File: src/rtl/alu_program_sequencer.sv
// Program buffer and issue sequencer for the ALU/register-file datapath.
// Ports:
//   clk, reset          clock and asynchronous active-high reset
//   prog_valid/ready    append one (operator, operand) pair to the buffer
//   prog_operator/operand  the pair offered for appending
//   clear, start        empty the buffer / run the program (idle only)
//   pause               freeze issue while running
//   busy, done          run in progress / one-cycle completion pulse
//   prog_count          number of loaded entries
//   alu_operator/operand/issue   registered command outputs to the datapath
//   alu_read_data/flags  datapath read-back, sampled at end of drain
//   result_data/flags   captured read-back
module alu_program_sequencer #(
    parameter int DATA_WIDTH = 16,
    parameter int DEPTH = 16,
    parameter int RESULT_LATENCY = 1,
    parameter logic [DATA_WIDTH-1:0] NOP_OPERATOR = 16'hF000
) (
    input  logic                    clk,
    input  logic                    reset,
    input  logic                    prog_valid,
    output logic                    prog_ready,
    input  logic [DATA_WIDTH-1:0]   prog_operator,
    input  logic [DATA_WIDTH-1:0]   prog_operand,
    input  logic                    clear,
    input  logic                    start,
    input  logic                    pause,
    output logic                    busy,
    output logic                    done,
    output logic [$clog2(DEPTH):0]  prog_count,
    output logic [DATA_WIDTH-1:0]   alu_operator,
    output logic [DATA_WIDTH-1:0]   alu_operand,
    output logic                    alu_issue,
    input  logic [DATA_WIDTH-1:0]   alu_read_data,
    input  logic [3:0]              alu_flags,
    output logic [DATA_WIDTH-1:0]   result_data,
    output logic [3:0]              result_flags
);

    localparam int AW = $clog2(DEPTH);
    localparam int CW = AW + 1;
    localparam int LW = (RESULT_LATENCY > 1) ? $clog2(RESULT_LATENCY) : 1;

    typedef enum logic [1:0] {
        S_IDLE,
        S_RUN,
        S_DRAIN,
        S_DONE
    } state_t;

    state_t state, state_n;

    logic [DATA_WIDTH-1:0] op_mem  [DEPTH];
    logic [DATA_WIDTH-1:0] opd_mem [DEPTH];

    // pc is the index of the next entry to issue
    logic [CW-1:0]         pc, pc_n;
    logic [LW-1:0]         drain, drain_n;
    logic [CW-1:0]         count_n;
    logic [DATA_WIDTH-1:0] op_n, opd_n;
    logic                  issue_n, busy_n, done_n;
    logic [DATA_WIDTH-1:0] rdata_n;
    logic [3:0]            rflags_n;

    logic                  accept;
    logic [DATA_WIDTH-1:0] first_op, first_opd;

    assign prog_ready = (state == S_IDLE) && !clear
                        && (prog_count < CW'(DEPTH));
    assign accept     = prog_valid && prog_ready;

    // A word accepted alongside start may be the only entry; forward it
    // straight to the outputs since the buffer write lands on the same edge.
    assign first_op  = (prog_count == '0) ? prog_operator : op_mem[0];
    assign first_opd = (prog_count == '0) ? prog_operand  : opd_mem[0];

    always_ff @(posedge clk) begin
        if (accept) begin
            op_mem[prog_count[AW-1:0]]  <= prog_operator;
            opd_mem[prog_count[AW-1:0]] <= prog_operand;
        end
    end

    always_comb begin
        state_n  = state;
        pc_n     = pc;
        drain_n  = drain;
        count_n  = prog_count;
        op_n     = NOP_OPERATOR;
        opd_n    = '0;
        issue_n  = 1'b0;
        busy_n   = busy;
        done_n   = 1'b0;
        rdata_n  = result_data;
        rflags_n = result_flags;

        unique case (state)
            S_IDLE: begin
                if (accept) begin
                    count_n = prog_count + 1'b1;
                end
                if (clear) begin
                    count_n = '0;
                end else if (start) begin
                    if (count_n != '0) begin
                        state_n = S_RUN;
                        busy_n  = 1'b1;
                        issue_n = 1'b1;
                        op_n    = first_op;
                        opd_n   = first_opd;
                        pc_n    = CW'(1);
                    end else begin
                        state_n = S_DONE;
                        done_n  = 1'b1;
                    end
                end
            end
            S_RUN: begin
                // The last entry is already on the outputs; pause no longer
                // matters once nothing is left to issue.
                if (pc == prog_count) begin
                    state_n = S_DRAIN;
                    drain_n = LW'(RESULT_LATENCY - 1);
                end else if (!pause) begin
                    issue_n = 1'b1;
                    op_n    = op_mem[pc[AW-1:0]];
                    opd_n   = opd_mem[pc[AW-1:0]];
                    pc_n    = pc + 1'b1;
                end
            end
            S_DRAIN: begin
                if (drain == '0) begin
                    state_n  = S_DONE;
                    busy_n   = 1'b0;
                    done_n   = 1'b1;
                    rdata_n  = alu_read_data;
                    rflags_n = alu_flags;
                end else begin
                    drain_n = drain - 1'b1;
                end
            end
            S_DONE: begin
                state_n = S_IDLE;
            end
        endcase
    end

    always_ff @(posedge clk or posedge reset) begin
        if (reset) begin
            state        <= S_IDLE;
            pc           <= '0;
            drain        <= '0;
            prog_count   <= '0;
            alu_operator <= NOP_OPERATOR;
            alu_operand  <= '0;
            alu_issue    <= 1'b0;
            busy         <= 1'b0;
            done         <= 1'b0;
            result_data  <= '0;
            result_flags <= '0;
        end else begin
            state        <= state_n;
            pc           <= pc_n;
            drain        <= drain_n;
            prog_count   <= count_n;
            alu_operator <= op_n;
            alu_operand  <= opd_n;
            alu_issue    <= issue_n;
            busy         <= busy_n;
            done         <= done_n;
            result_data  <= rdata_n;
            result_flags <= rflags_n;
        end
    end

endmodule

File: config.mk
export PLATFORM = sky130hd
export DESIGN_NAME = alu_program_sequencer
export DESIGN_NICKNAME = d
export VERILOG_FILES = /design/src/rtl/alu_program_sequencer.sv
export SDC_FILE = /design/constraint.sdc
export NUM_CORES = 1
export LEC_CHECK = 0
export CAP_MARGIN = 20
export CORE_ASPECT_RATIO = 1.75
export CORE_UTILIZATION = 57
export CTS_CLUSTER_SIZE = 10
export DETAILED_ROUTE_END_ITERATION = 12
export DONT_BUFFER_PORTS = 1
export PLACE_DENSITY = 0.75
export SLEW_MARGIN = 20
export SYNTH_ARGS = -nofsm -noshare
export SYNTH_HDL_FRONTEND = slang
export SYNTH_SLANG_ARGS = --single-unit
export TNS_END_PERCENT = 5
File: constraint.sdc
create_clock -name clk -period 4.08 [get_ports clk]
set_input_delay 0.816 -clock clk [delete_from_list [all_inputs] [get_ports clk]]
set_output_delay 0.816 -clock clk [all_outputs]
set_load 0.02 [all_outputs]
==> Word-level counts from Yosys, hierarchy flattened <==
Memory sizes are Yosys's and may differ from the RTL's.
Index checks and enable logic that the tools add are counted.
W data, S select, Z words.
{ "totals": {"mem_bits_rw": 512, "input_bits": 58, "memories": 2, "ff_bits": 68} }
{ "op_classes": {"n_reduce_logical": 15, "mux": 50, "bitwise_logic": 1, "n_eq_ne": 11, "magnitude_cmp": 1, "n_addsub": 3} }
{ "memory_table": {"columns": ["name", "words", "width", "read_ports", "rd_clocked_by_memory_dff", "wr", "line", "text"], "rows": [
  ["op_mem", 16, 16, 2, 0, 1, "53", "logic [DATA_WIDTH-1:0] op_mem [DEPTH];"],
  ["opd_mem", 16, 16, 2, 0, 1, "54", "logic [DATA_WIDTH-1:0] opd_mem [DEPTH];"]
]} }
{ "op_table": {"columns": ["op", "n"], "rows": [
  ["$mux W16", 12],
  ["$pmux W16 S2", 2],
  ["$mux W5", 8],
  ["$mux W1", 17],
  ["$ne A2 B2 Y1 const B", 6],
  ["$add A5 B1 Y5 const B", 2],
  ["$mux W2", 5],
  ["$pmux W5 S2", 1],
  ["$pmux W1 S2", 4],
  ["$pmux W2 S4", 1],
  ["$reduce_and A6 Y1", 1],
  ["$reduce_bool A2 Y1", 3],
  ["$eq A5 B5 Y1", 1],
  ["$logic_not A5 Y1", 1],
  ["$lt A5 B5 Y1 const B", 1],
  ["$reduce_and A5 Y1", 1],
  ["$reduce_bool A5 Y1", 1],
  ["$eq A2 B2 Y1 const B", 2],
  ["$reduce_and A2 Y1", 2],
  ["$reduce_and A4 Y1", 1],
  ["$logic_and A1 B1 Y1", 3],
  ["$eq A2 B1 Y1 const B", 1],
  ["$logic_not A2 Y1", 1],
  ["$ne A2 B1 Y1 const B", 1],
  ["other kinds (3)", 3]
]} }

==> Depth between registers and ports, before layout <==
Gate-level depths: netlist (run 1).
{ "logic_depth": {"depth_word": 11, "depth_mapped": 10, "ltp_nobuf": 7} }

==> Worst setup path before layout (run 1) <==
Ideal clock, no wire load.
{ "synth_timing": {"path_kind": "input to register", "start": "input clear", "end": "memory op_mem[8][0] (enable)", "cell_stages": 2, "path_buffers": 0, "setup_time_ps": 501, "setup_slack_ps": -570, "arrival_ps": 4149, "path_cell_list": "nand3b_1 nor4_1"} }
{ "synth_via": {"elab_chain_cells": 6} }
{ "synth_lines": {"columns": ["element", "line", "text"], "rows": [
  ["start: declaration", "25", "input logic clear,"],
  ["$logic_not A1 Y1", "68", "assign prog_ready = (state == S_IDLE) && !clear"],
  ["$logic_and A1 B1 Y1", "68", null],
  ["$logic_and A1 B1 Y1", "69", "&& (prog_count < CW'(DEPTH));"],
  ["$logic_and A1 B1 Y1", "70", "assign accept = prog_valid && prog_ready;"],
  ["$mux W1", "78", "if (accept) begin"],
  ["$mux W1 (not written as such)", "79", "op_mem[prog_count[AW-1:0]] <= prog_operator;"],
  ["end: declaration", "53", null]
]} }
No other way between the ends.

==> Worst setup path after layout (run 1) <==
{ "layout_timing": {"start": "register state[1]", "end": "output prog_ready"} }
{ "layout_via": {"elab_chain_cells": 3} }
{ "layout_lines": {"columns": ["element", "line", "text"], "rows": [
  ["start: declaration", "51", "state_t state, state_n;"],
  ["start signal: assignment", "162", "state <= state_n;"],
  ["$logic_not A2 Y1", "68", null],
  ["$logic_and A1 B1 Y1", "68", null],
  ["$logic_and A1 B1 Y1", "69", null],
  ["end: declaration", "22", "output logic prog_ready,"]
]} }
No other way between the ends.

==> results of run 1 <==
## cell families (layout without fill, tap and decap cells)
kind of cell / after synthesis / in the layout / synth area share [%]
flip-flops: 579 / 579 / 75.1
AND/OR/NAND/NOR: 87 / 87 / 1.96
buffers and inverters: 97 / 194 / 2.19
AO/OA/AOI/OAI: 85 / 85 / 2.45
XOR/XNOR: 5 / 5 / 0.193
multiplexers: 213 / 213 / 17.6
adder cells (fa/ha/maj): 9 / 9 / 0.496
## stage by stage
stage,hold slack (ns),setup slack (ns)
global placement,0.534,1.22
CTS,0.295,1.09
global route,0.311,0.986
detailed placement,0.556,1.16
finish,0.277,1.12
floorplan,0.484,-0.570
## synth_stat cells (6+ instances only)
cell        n  share of area [%]
clkbuf_1   19               0.31
mux2i_1    37                1.6
buf_2      24               0.53
nor2_1     19               0.31
mux4_2    147                 15
nand3_1     6               0.13
inv_1      10               0.17
o22ai_1    32               0.88
nor3_1     11               0.24
nand2_1    25               0.41
a21oi_1    12               0.26
edfxtp_1  512                 68
o21ai_0    14               0.31
clkinv_1   27               0.45
ha_1        9               0.50
dfrtp_1    63                6.9
mux2_2     29                1.4
## path summary, 6_finish.rpt
| kind | slack, ns | end |
|---|---|---|
| hold / removal | 0.28 | alu_operand[11] |
| hold reg to reg | 0.56 | pc[4] |
| setup reg to reg | 1.14 | op_mem[7][4] |
| min in group clk | 0.33 | prog_count[4] |
| max in group asynchronous | 2.87 | alu_operator[11] |
| setup / recovery | 1.12 | prog_ready |
## metal layers
metal	up-vias	GRT usage, %	share of wire, %
met3	99	4.96	7.0
li1	4506	-	-
met5	-	0	0
met1	5804	29.8	36
met4	0	10.5	2.9
met2	480	44.3	54
## worst max-delay path: stages (launching register included)
cell	delay, ns
dfrtp_1	0.38
inv_1	0.13
ha_1	0.16
buf_4	0.20
inv_1	0.15
nor3_1	0.56
## sequential cells by signal, indices dropped and copies added, names as in the netlist
| signal | count |
|---|---|
| alu_issue | 1 |
| alu_operand | 16 |
| alu_operator | 16 |
| busy | 1 |
| done | 1 |
| op_mem | 256 |
| opd_mem | 256 |
| pc | 5 |
| prog_count | 5 |
| result_data | 16 |
| result_flags | 4 |
| state | 2 |
## cells in the final DEF (no fill, tap or decap), types with 25 or more instances in the layout
cell / instances
buf_4: 29
clkbuf_1: 48
clkbuf_16: 70
clkinv_1: 27
dfrtp_1: 59
edfxtp_1: 512
mux2_2: 29
mux2i_1: 37
mux4_2: 147
nand2_1: 25
o22ai_1: 32
## final cells by class
cell class	instances	area [sq um]
clock inverter	4	53.8
inverter	39	150
tap	490	613
clock buffer	118	1930
multi-input combinational	399	5290
fill	2479	13900
timing repair buffer	33	298
sequential	579	17100
## where the power goes
| part | total, mW | internal (mW) | switching [mW] |
|---|---|---|---|
| Sequential | 7.44 | 6.79 | 0.649 |
| Clock | 5.44 | 3.21 | 2.22 |
| Combinational | 4.06 | 2.05 | 2.01 |
| Total | 16.9 | 12.1 | 4.88 |
==> results by group, run 1 <==
Clocking
  – H-tree levels: 3
  – CTS tree: built
  – Clock slew at reported path FFs: 0.06 ns
  – Skew-Pair Late Insertion Delay: 0.58 ns
  – Post-CTS Hold Buffers: 0
  – Post-CTS Setup Inserts: 0
  – Root Driver: clkbuf_16
  – Num CTS Buffers: between 60 and 70
  – Clock sink count: just under 600
  – Clk buf depth: 3
  – Post_cts resized: 0

Yosys
  – Mapped Avg Cell Area: 21.1 sq um
  – Post-synth cell types: 53
  – Post-synthesis cell count: approximately 1.1k
  – Dominant synthesized flop cell: edfxtp_1
  – Async S/R FF share, synth: 11.6%
  – YS warnings: 0
  – Number of synthesized flops with an enable pin: 512
  – Seq/Total Area, Yosys: 75.1%
  – Yosys reg bits: 579
  – Syn nets: 1142
  – Mapped cell area: 0.0227 sq mm

Setup path
  – Worst Path Arrival: 2.15 ns
  – Worst-path maximum fanout: 16
  – Reg2reg start: state[1]
  – R2R depth: 7
  – WS Path Type: reg2out
  – CP Capture Type: output port
  – Startpoint types: flop
  – Data required, critical path: 3.26 ns
  – Setup crit start: state[1]

Timing
  – Slew headroom: 27.3%
  – Period utilisation layout: just over 70%
  – Setup TNS: 0 ns
  – Worst Max-Slew Pin Slew: 1.09 ns
  – Unrepaired setup endpoints after global routing: no
  – Fin. max-slew vios: 0
  – Fmax: 0.337 GHz
  – Final setup fails: 0
  – Minimum clock period: 2.96 ns
  – Setup Skew: between 0.01 and 0.015 ns
  – Number of failing hold endpoints at the final stage: 0

Run
  – Max Cap Viol: 0

Placement
  – Gpl congestion: between 0.7 and 0.8
  – Port Buffer Count: 0
  – Placed Instances: 1540
  – Hpwl dp: around 27 mm
  – Post-DP Area: around 0.023 sq mm

Worst hold path
  – Min-delay worst type: in2async

Power
  – Total power: 16.9 mW
  – P_leak: 8.36 nW
  – Cell Pwr Density: approximately 670 mW/mm^2
  – Maximum vdd drop: approximately 0.45 mV

Die
  – IO Count: 119
  – Initial core utilization: 57.8%
  – Full die area: 0.0407 sq mm
  – Die height: ~270 um
  – Core Area: approximately 0.039 sq mm
  – Die W: between 150 and 200 um
  – FP Rows: 96

Route
  – Initial drt markers: approximately 1.1k
  – Drc violations: 0
  – Total Wirelength: 48.8 mm
  – ANT nets after route: 0
  – Vias: 10.9k
  – Vias per cell: 6.55
  – Drt first pass iters: 5
  – Wire per inst: 29.3 um

Layout
  – Share of cells above drive strength 1: roughly 27%
  – Design area: 0.0254 sq mm
  – Fin cells: 1662
  – Final net count: 1186
  – Core Util, Final: 64.7%
  – Area growth from synthesis to layout: 11.8%
  – Ant diodes: 0

Global route
  – Vias in the first global route: 11.8k
  – Antenna violations before repair: 0
  – Largest net degree at the start of global routing: ~100
  – First-pass GRT wire length: 73.2 mm
  – Total gr overflow: 0
  – Total GRT Usage: between 20% and 30%

Status
  – Status: finished, final reports clean
Power figures use the tool's default switching activity.
==> run 2, diff against run 1 <==
--- a/config.mk
+++ b/config.mk
@@ -5,13 +5,14 @@
 export SDC_FILE = /design/constraint.sdc
 export NUM_CORES = 1
 export LEC_CHECK = 0
+export ABC_AREA = 1
 export CAP_MARGIN = 20
 export CORE_ASPECT_RATIO = 1.75
-export CORE_UTILIZATION = 57
+export CORE_UTILIZATION = 61
 export CTS_CLUSTER_SIZE = 10
 export DETAILED_ROUTE_END_ITERATION = 12
 export DONT_BUFFER_PORTS = 1
-export PLACE_DENSITY = 0.75
+export PLACE_DENSITY = 0.77
 export SLEW_MARGIN = 20
 export SYNTH_ARGS = -nofsm -noshare
 export SYNTH_HDL_FRONTEND = slang
==> constraint.sdc (replaced) <==
create_clock -name clk -period 2.8 [get_ports clk]
set_input_delay 0.56 -clock clk [delete_from_list [all_inputs] [get_ports clk]]
set_output_delay 0.56 -clock clk [all_outputs]
set_load 0.02 [all_outputs]
==> run 2 against run 1 <==
Against the previous run: global-route usage rose by 5.0 points; clock-buffer cell count rose by 1; critical endpoint is now alu_operator[3]; synthesized area rose by 3.9%; synthesized cell count rose by 87%; via count rose by 47%; sequential power rose by 44%; register-to-register slack got worse by 0.85 ns; die area fell by 2.9%; non-clock buffer count rose by 24; sequential share of layout area fell by 2.8 points; first-iteration DRC count rose by 84%.
==> results by group, run 2 <==
Status
  – Status: finished, final reports clean (unchanged)

Route
  – Initial drt markers: 2029 (was 1101)
  – Vias per cell: 6.29 (was 6.55)
  – Total Wirelength: 58.0 mm (was 48.8 mm)
  – Drt first pass iters: 7 (was 5)
  – Vias: 16.1k (was 10.9k)
  – ANT nets after route: 0 (unchanged)
  – Drc violations: 0 (unchanged)
  – Wire per inst: 22.7 um (was 29.3 um)

Power
  – Clock Power Share: 30.7% (was 32.1%)
  – Sequential share of power: 41.8% (was 43.9%)
  – Maximum vdd drop: 0.601 mV (was 0.446 mV)
  – Switching power: 8.93 mW (was 4.88 mW)
  – Switching share of power: 34.9% (was 28.8%)
  – Logic pwr share: 27.5% (was 24.0%)
  – Cell Pwr Density: 967 mW/mm^2 (was 666 mW/mm^2)
  – Internal power: 16.7 mW (was 12.1 mW)
  – P_leak: 9.47 nW (was 8.36 nW)

Global route
  – Vias in the first global route: 16.0k (was 11.8k)
  – Largest net degree at the start of global routing: 107 (was 103)
  – Antenna violations before repair: 0 (unchanged)
  – Total gr overflow: 0 (unchanged)
  – First-pass GRT wire length: 87.9 mm (was 73.2 mm)
  – Total GRT Usage: 30.0% (was 25.0%)

Layout
  – Design area: 0.0265 sq mm (was 0.0254 sq mm)
  – Multi-input logic area: 0.00573 sq mm (was 0.00529 sq mm)
  – Ant diodes: 0 (unchanged)
  – Fill cells: 2506 (was 2479)
  – Commonest non-fill, non-tap cells in the layout: edfxtp_1, nand2_1, o21ai_0, nor2_1, nand3_1 (was edfxtp_1, mux4_2, clkbuf_16, dfrtp_1, clkbuf_1)
  – Area growth from synthesis to layout: 12.3% (was 11.8%)
  – Most common cell after layout, fill and taps aside: edfxtp_1 (unchanged)
  – Share of cells above drive strength 1: 9.24% (was 26.9%)
  – FF/Latch Area: 0.0171 sq mm (about the same)
  – Final net count: 2080 (was 1186)

Die
  – Initial core utilization: 61.7% (was 57.8%)
  – IO Count: 119 (unchanged)
  – FP Rows: 95 (was 96)
  – Die height: 262 um (was 266 um)
  – Die W: 151 um (was 153 um)
  – Core Area: 0.0383 sq mm (was 0.0393 sq mm)
  – Full die area: 0.0395 sq mm (was 0.0407 sq mm)

Clocking
  – Skew-Pair Late Insertion Delay: 0.60 ns (was 0.58 ns)
  – H-tree levels: 3 (unchanged)
  – CTS tree: built (unchanged)
  – Num CTS Buffers: 67 (unchanged)
  – Clock slew at reported path FFs: 0.06 ns (about the same)
  – Root Driver: clkbuf_16 (unchanged)
  – Post_cts resized: 0 (unchanged)
  – Clk buf depth: 3 (unchanged)
  – Clock sink count: 579 (unchanged)

Placement
  – Post-DP Area: 0.0245 sq mm (was 0.0234 sq mm)
  – Pre-CTS setup slack: 0.362 ns (was 1.16 ns)
  – Hpwl dp: 32.2 mm (was 26.7 mm)
  – Port Buffer Count: 0 (unchanged)
  – Gpl congestion: 0.917 (was 0.786)

Timing
  – Minimum clock period: roughly 2.5 ns
  – Fin. max-slew vios: 0 (unchanged)
  – Unrepaired setup endpoints after global routing: no (unchanged)
  – Worst Max-Slew Pin Slew: 0.736 ns (was 1.09 ns)
  – Setup Skew: 0.0196 ns (was 0.0120 ns)
  – Fmax: around 0.4 GHz
  – Setup TNS: 0 ns (unchanged)
  – Final setup fails: 0 (unchanged)
  – Final worst slack: 0.285 ns (was 1.12 ns)
  – Number of failing hold endpoints at the final stage: 0 (unchanged)
  – Period utilisation layout: about nine tenths
  – Slew headroom: 51.0% (was 27.3%)

Yosys
  – Count leader, synth: edfxtp_1 (unchanged)
  – Dominant synthesized flop cell: edfxtp_1 (unchanged)
  – Post-synth cell types: 32 (was 53)
  – Post-synthesis cell count: 2013 (was 1075)
  – Synth top area cells: edfxtp_1, dfrtp_1, nand2_1, o21ai_0, nor2_1 (was edfxtp_1, mux4_2, dfrtp_1, mux2i_1, mux2_2)
  – Number of synthesized flops with an enable pin: 512 (unchanged)
  – Mapped Avg Cell Area: 11.7 sq um (was 21.1 sq um)
  – Mapped cell area: 0.0236 sq mm (was 0.0227 sq mm)
  – Async S/R FF share, synth: 11.6% (unchanged)
  – Yosys reg bits: 579 (unchanged)
  – Most common library cells after synthesis: edfxtp_1, nand2_1, o21ai_0 (was edfxtp_1, mux4_2, dfrtp_1)
  – Seq/Total Area, Yosys: 72.3% (was 75.1%)
  – YS warnings: 0 (unchanged)
  – Syn nets: 2080 (was 1142)
  – Post-synth top area share: 65.1% (was 67.7%)
  – Cell taking the most area after synthesis: edfxtp_1 (unchanged)

Setup path
  – CP Capture Type: flop (was output port)
  – Data required, critical path: 3.30 ns (was 3.26 ns)
  – Startpoint types: flop (unchanged)
  – CP bufs+invs: 3 (unchanged)
  – Delay-heaviest family, CP: simple AND/OR/NAND/NOR gates (unchanged)
  – Slowest cell on the critical path: dfrtp_1 (was nor3_1)
  – CP max stage delay: 0.39 ns (was 0.56 ns)
  – WS Path Type: reg2reg (was reg2out)
  – Worst-path maximum fanout: 20 (was 16)
  – Worst Path Arrival: 3.02 ns (was 2.15 ns)
  – CP cell instances: inv_1 -> ha_1 -> inv_2 -> nor2_4 -> nand3_4 -> o21ai_1 -> nor2_2 -> nand2_4 -> nand2_4 -> buf_12 -> o21ai_1 (was inv_1 -> ha_1 -> buf_4 -> inv_1 -> nor3_1)

Run
  – Max Cap Viol: 0 (unchanged)

Worst hold path
  – Min-delay worst type: in2reg (was in2async)
## run 2: power by group through the flow
stage                     sequential (mW)  clock, mW  combinational, mW
after floorplan                      10.6          0               5.13
after global placement               10.9          0               6.56
after detailed placement             10.9          0               6.86
after CTS                            10.7       7.92               6.97
after global routing                 10.8       8.22               7.83
final                                10.7       7.87               7.04
## run 2: cells by family (layout without fill, tap and decap cells)
family                   count (synthesis)  in the layout  synth area share [%]
AND/OR/NAND/NOR                        800            800                  14.2
adder cells (fa/ha/maj)                  9              9                 0.477
AO/OA/AOI/OAI                          388            388                  8.92
XOR/XNOR                                 4              4                 0.148
flip-flops                             579            579                  72.3
buffers and inverters                  233            288                  4.02
## run 2: path summary, 6_finish.rpt
kind	cells past startpoint	endpoint	slack (ns)	startpoint
min	0	op_mem[3][11]	0.06	prog_operator[11]
min in group asynchronous	2	alu_operand[4]	0.53	reset
max reg2reg	11	alu_operator[3]	0.29	state[0]
max	11	alu_operator[3]	0.29	state[0]
max in group asynchronous	3	alu_operand[8]	1.51	reset
min reg2reg	2	state[1]	0.53	state[1]
## run 2: cell type report
cell class                 count  share of cell area (%)
clock inverter                 5                   0.222
timing repair buffer          57                    2.71
clock buffer                 119                    7.22
multi-input combinational   1201                    21.6
sequential                   579                    64.4
tap                          485                    2.29
inverter                     107                    1.54
## run 2: per-layer routing
layer / part of all wire (%) / track usage [%] / up-vias
met5: 0 / 0 / -
met4: 5.4 / 17.1 / 0
met3: 9.4 / 5.91 / 225
met2: 51 / 50.0 / 994
met1: 35 / 36.0 / 7737
li1: - / - / 7098
## run 2: worst register-to-register path, cell delays in order (launching register included)
cell	delay (ns)
dfrtp_1	0.39
inv_1	0.12
ha_1	0.26
inv_2	0.08
nor2_4	0.14
nand3_4	0.18
o21ai_1	0.33
nor2_2	0.12
nand2_4	0.12
nand2_4	0.27
buf_12	0.28
o21ai_1	0.13
## run 2: stage by stage
stage	hold WS, ns	total power [mW]	cells	utilization, %
final	0.0612	25.6	2553	69.2
after global placement	0.498	17.4	2428	64.1
after global routing	0.0504	26.8	2553	69.2
after CTS	0.0345	25.6	2553	69.2
after floorplan	0.474	15.8	2013	-
after detailed placement	0.517	17.7	2428	64.1
## run 2: what timing repair did
item | CTS | global route
hold buffers | 1 | 0
endpoints found under the hold margin | 37 | 0
buffers inserted | 0 | 0
setup endpoints to repair | 0 | 0
==> run 3, diff against run 2 <==
--- a/config.mk
+++ b/config.mk
@@ -5,14 +5,13 @@
 export SDC_FILE = /design/constraint.sdc
 export NUM_CORES = 1
 export LEC_CHECK = 0
-export ABC_AREA = 1
 export CAP_MARGIN = 20
-export CORE_ASPECT_RATIO = 1.75
-export CORE_UTILIZATION = 61
+export CORE_ASPECT_RATIO = 0.8
+export CORE_UTILIZATION = 35
 export CTS_CLUSTER_SIZE = 10
 export DETAILED_ROUTE_END_ITERATION = 12
 export DONT_BUFFER_PORTS = 1
-export PLACE_DENSITY = 0.77
+export PLACE_DENSITY = 0.49
 export SLEW_MARGIN = 20
 export SYNTH_ARGS = -nofsm -noshare
 export SYNTH_HDL_FRONTEND = slang
==> run 3 against run 2 <==
Against the previous run: setup slack worse by 0.11 ns; critical path type is now reg2out; die area up 67%; global-route usage shrank 13 points; clock-buffer cell count shrank 7; register-to-register slack improved by 0.09 ns; clock skew is 0.0023 ns higher; largest cell class unchanged; worst hold slack got worse by 0.0080 ns.
==> results by group, run 3 (same netlist as run 1, synthesis figures left out) <==
Setup path
  – CP Capture Type: output port (was flop)
  – WS Path Type: reg2out (was reg2reg)
  – CP cell instances: inv_1 -> ha_1 -> buf_4 -> inv_1 -> nor3_1 -> buf_4 (was inv_1 -> ha_1 -> inv_2 -> nor2_4 -> nand3_4 -> o21ai_1 -> nor2_2 -> nand2_4 -> nand2_4 -> buf_12 -> o21ai_1)
  – CP bufs+invs: 4 (was 3)
  – Data required, critical path: 2.24 ns (was 3.30 ns)
  – Worst-path maximum fanout: 13 (was 20)
  – Startpoint types: flop (unchanged)
  – Slowest cell on the critical path: dfrtp_1 (unchanged)
  – CP max stage delay: 0.38 ns (was 0.39 ns)
  – Worst Path Arrival: 2.06 ns (was 3.02 ns)
  – Delay-heaviest family, CP: buffers and inverters (was simple AND/OR/NAND/NOR gates)

Global route
  – Total GRT Usage: 17.3% (was 30.0%)
  – First-pass GRT wire length: 81.7 mm (was 87.9 mm)
  – Total gr overflow: 0 (unchanged)
  – Largest net degree at the start of global routing: 45 (was 107)
  – Antenna violations before repair: 0 (unchanged)
  – Vias in the first global route: 11.5k (was 16.0k)

Worst hold path
  – Min-delay worst type: in2reg (unchanged)

Layout
  – Commonest non-fill, non-tap cells in the layout: edfxtp_1, mux4_2, clkbuf_16, dfrtp_1, clkbuf_1 (was edfxtp_1, nand2_1, o21ai_0, nor2_1, nand3_1)
  – Final net count: 1220 (was 2080)
  – Fill cells: 5604 (was 2506)
  – Share of cells above drive strength 1: 29.1% (was 9.24%)
  – Most common cell after layout, fill and taps aside: edfxtp_1 (unchanged)
  – Ant diodes: 0 (unchanged)
  – Area growth from synthesis to layout: 16.8% (was 12.3%)

Placement
  – Port Buffer Count: 0 (unchanged)
  – Gpl congestion: 0.736 (was 0.917)
  – Hpwl dp: 30.1 mm (was 32.2 mm)

Power
  – Cell Pwr Density: 963 mW/mm^2 (was 967 mW/mm^2)
  – Total power: 25.6 mW (about the same)
  – Maximum vdd drop: 0.454 mV (was 0.601 mV)
  – P_leak: 8.65 nW (was 9.47 nW)

Timing
  – Minimum clock period: 2.62 ns (was 2.51 ns)
  – Setup Skew: 0.0219 ns (was 0.0196 ns)
  – Fmax: 0.382 GHz (was 0.398 GHz)
  – Final setup fails: 0 (unchanged)
  – Number of failing hold endpoints at the final stage: 0 (unchanged)
  – Final hold slack: 0.0532 ns (was 0.0612 ns)
  – Fin. max-slew vios: 0 (unchanged)
  – Period utilisation layout: 93.6% (was 89.8%)
  – Slew headroom: 62.2% (was 51.0%)
  – Worst Max-Slew Pin Slew: 0.565 ns (was 0.736 ns)
  – Unrepaired setup endpoints after global routing: no (unchanged)

Die
  – Die W: 287 um (was 151 um)
  – FP Rows: 83 (was 95)
  – Initial core utilization: 35.4% (was 61.7%)
  – IO Count: 119 (unchanged)
  – Full die area: 0.0659 sq mm (was 0.0395 sq mm)
  – Die height: 230 um (was 262 um)
  – Core Area: 0.0642 sq mm (was 0.0383 sq mm)

Route
  – Total Wirelength: 55.1 mm (was 58.0 mm)
  – Drt first pass iters: 5 (was 7)
  – Drc violations: 0 (unchanged)
  – Wire per inst: 26.9 um (was 22.7 um)
  – ANT nets after route: 0 (unchanged)
  – Vias per cell: 5.23 (was 6.29)
  – Vias: 10.7k (was 16.1k)
  – Initial drt markers: 935 (was 2029)

Clocking
  – Clock sink count: 579 (unchanged)
  – Num CTS Buffers: 69 (was 67)
  – H-tree levels: 3 (unchanged)
  – Post-CTS Setup Inserts: 0 (unchanged)
  – Root Driver: clkbuf_16 (unchanged)
  – Post-CTS Hold Buffers: 1 (unchanged)
  – Clk buf depth: 3 (unchanged)
  – Post_cts resized: 0 (unchanged)
  – CTS tree: built (unchanged)
  – Clock slew at reported path FFs: 0.06 ns (about the same)
  – Skew-Pair Late Insertion Delay: 0.60 ns (about the same)

Status
  – Status: finished, final reports clean (unchanged)

Run
  – Max Cap Viol: 0 (unchanged)
-- run 3: worst register-to-register path, stage by stage (launching register included) --
cell	delay, ns
dfrtp_1	0.38
inv_1	0.13
ha_1	0.22
and4bb_1	0.38
nand2_1	0.32
nor3_4	0.27
buf_4	0.35
-- run 3: metal layers --
metal  up-vias  track usage, %  share of wire, %
met1      5792            24.2                45
met2       245            27.2                48
met3        73            4.17               5.3
li1       4600               -                 -
met4         0            4.07               1.7
met5         -               0                 0
-- run 3: worst paths after layout --
| kind | from | end | slack [ns] | cells past startpoint |
|---|---|---|---|---|
| setup reg to reg | state[0] | opd_mem[2][7] | 0.38 | 6 |
| hold / removal | clear | prog_count[4] | 0.05 | 1 |
| max in group asynchronous | reset | alu_operand[6] | 1.77 | 3 |
| setup / recovery | state[0] | prog_ready | 0.18 | 6 |
| hold reg to reg | pc[4] | pc[4] | 0.55 | 1 |
| min in group asynchronous | reset | result_data[4] | 0.46 | 2 |
-- run 3: final cells by class --
cell class / instances / area, sq um / share of cell area, %
sequential: 579 / 17100 / 64.3
inverter: 39 / 150 / 0.566
timing repair buffer: 65 / 866 / 3.26
clock buffer: 112 / 1980 / 7.47
clock inverter: 5 / 72.6 / 0.274
tap: 850 / 1060 / 4.01
multi-input combinational: 399 / 5330 / 20.1
-- run 3: where the power goes --
part	total, mW	leakage [nW]	internal, mW	switching, mW
clock network	8.28	0.987	4.99	3.30
logic	6.46	2.21	3.32	3.14
registers	10.8	5.45	9.90	0.915
-- run 3: metrics by stage --
step	util [%]	TNS [ns]	area (sq um)	instances	worst slack [ns]
floorplan	-	-109.92	22800	1075	-0.419
global placement	38.1	0	24500	1931	0.386
detailed placement	38.1	0	24500	1931	0.385
CTS	41.3	0	26500	2049	0.133
global route	41.3	0	26500	2049	0.00291
finish	41.3	0	26500	2049	0.180
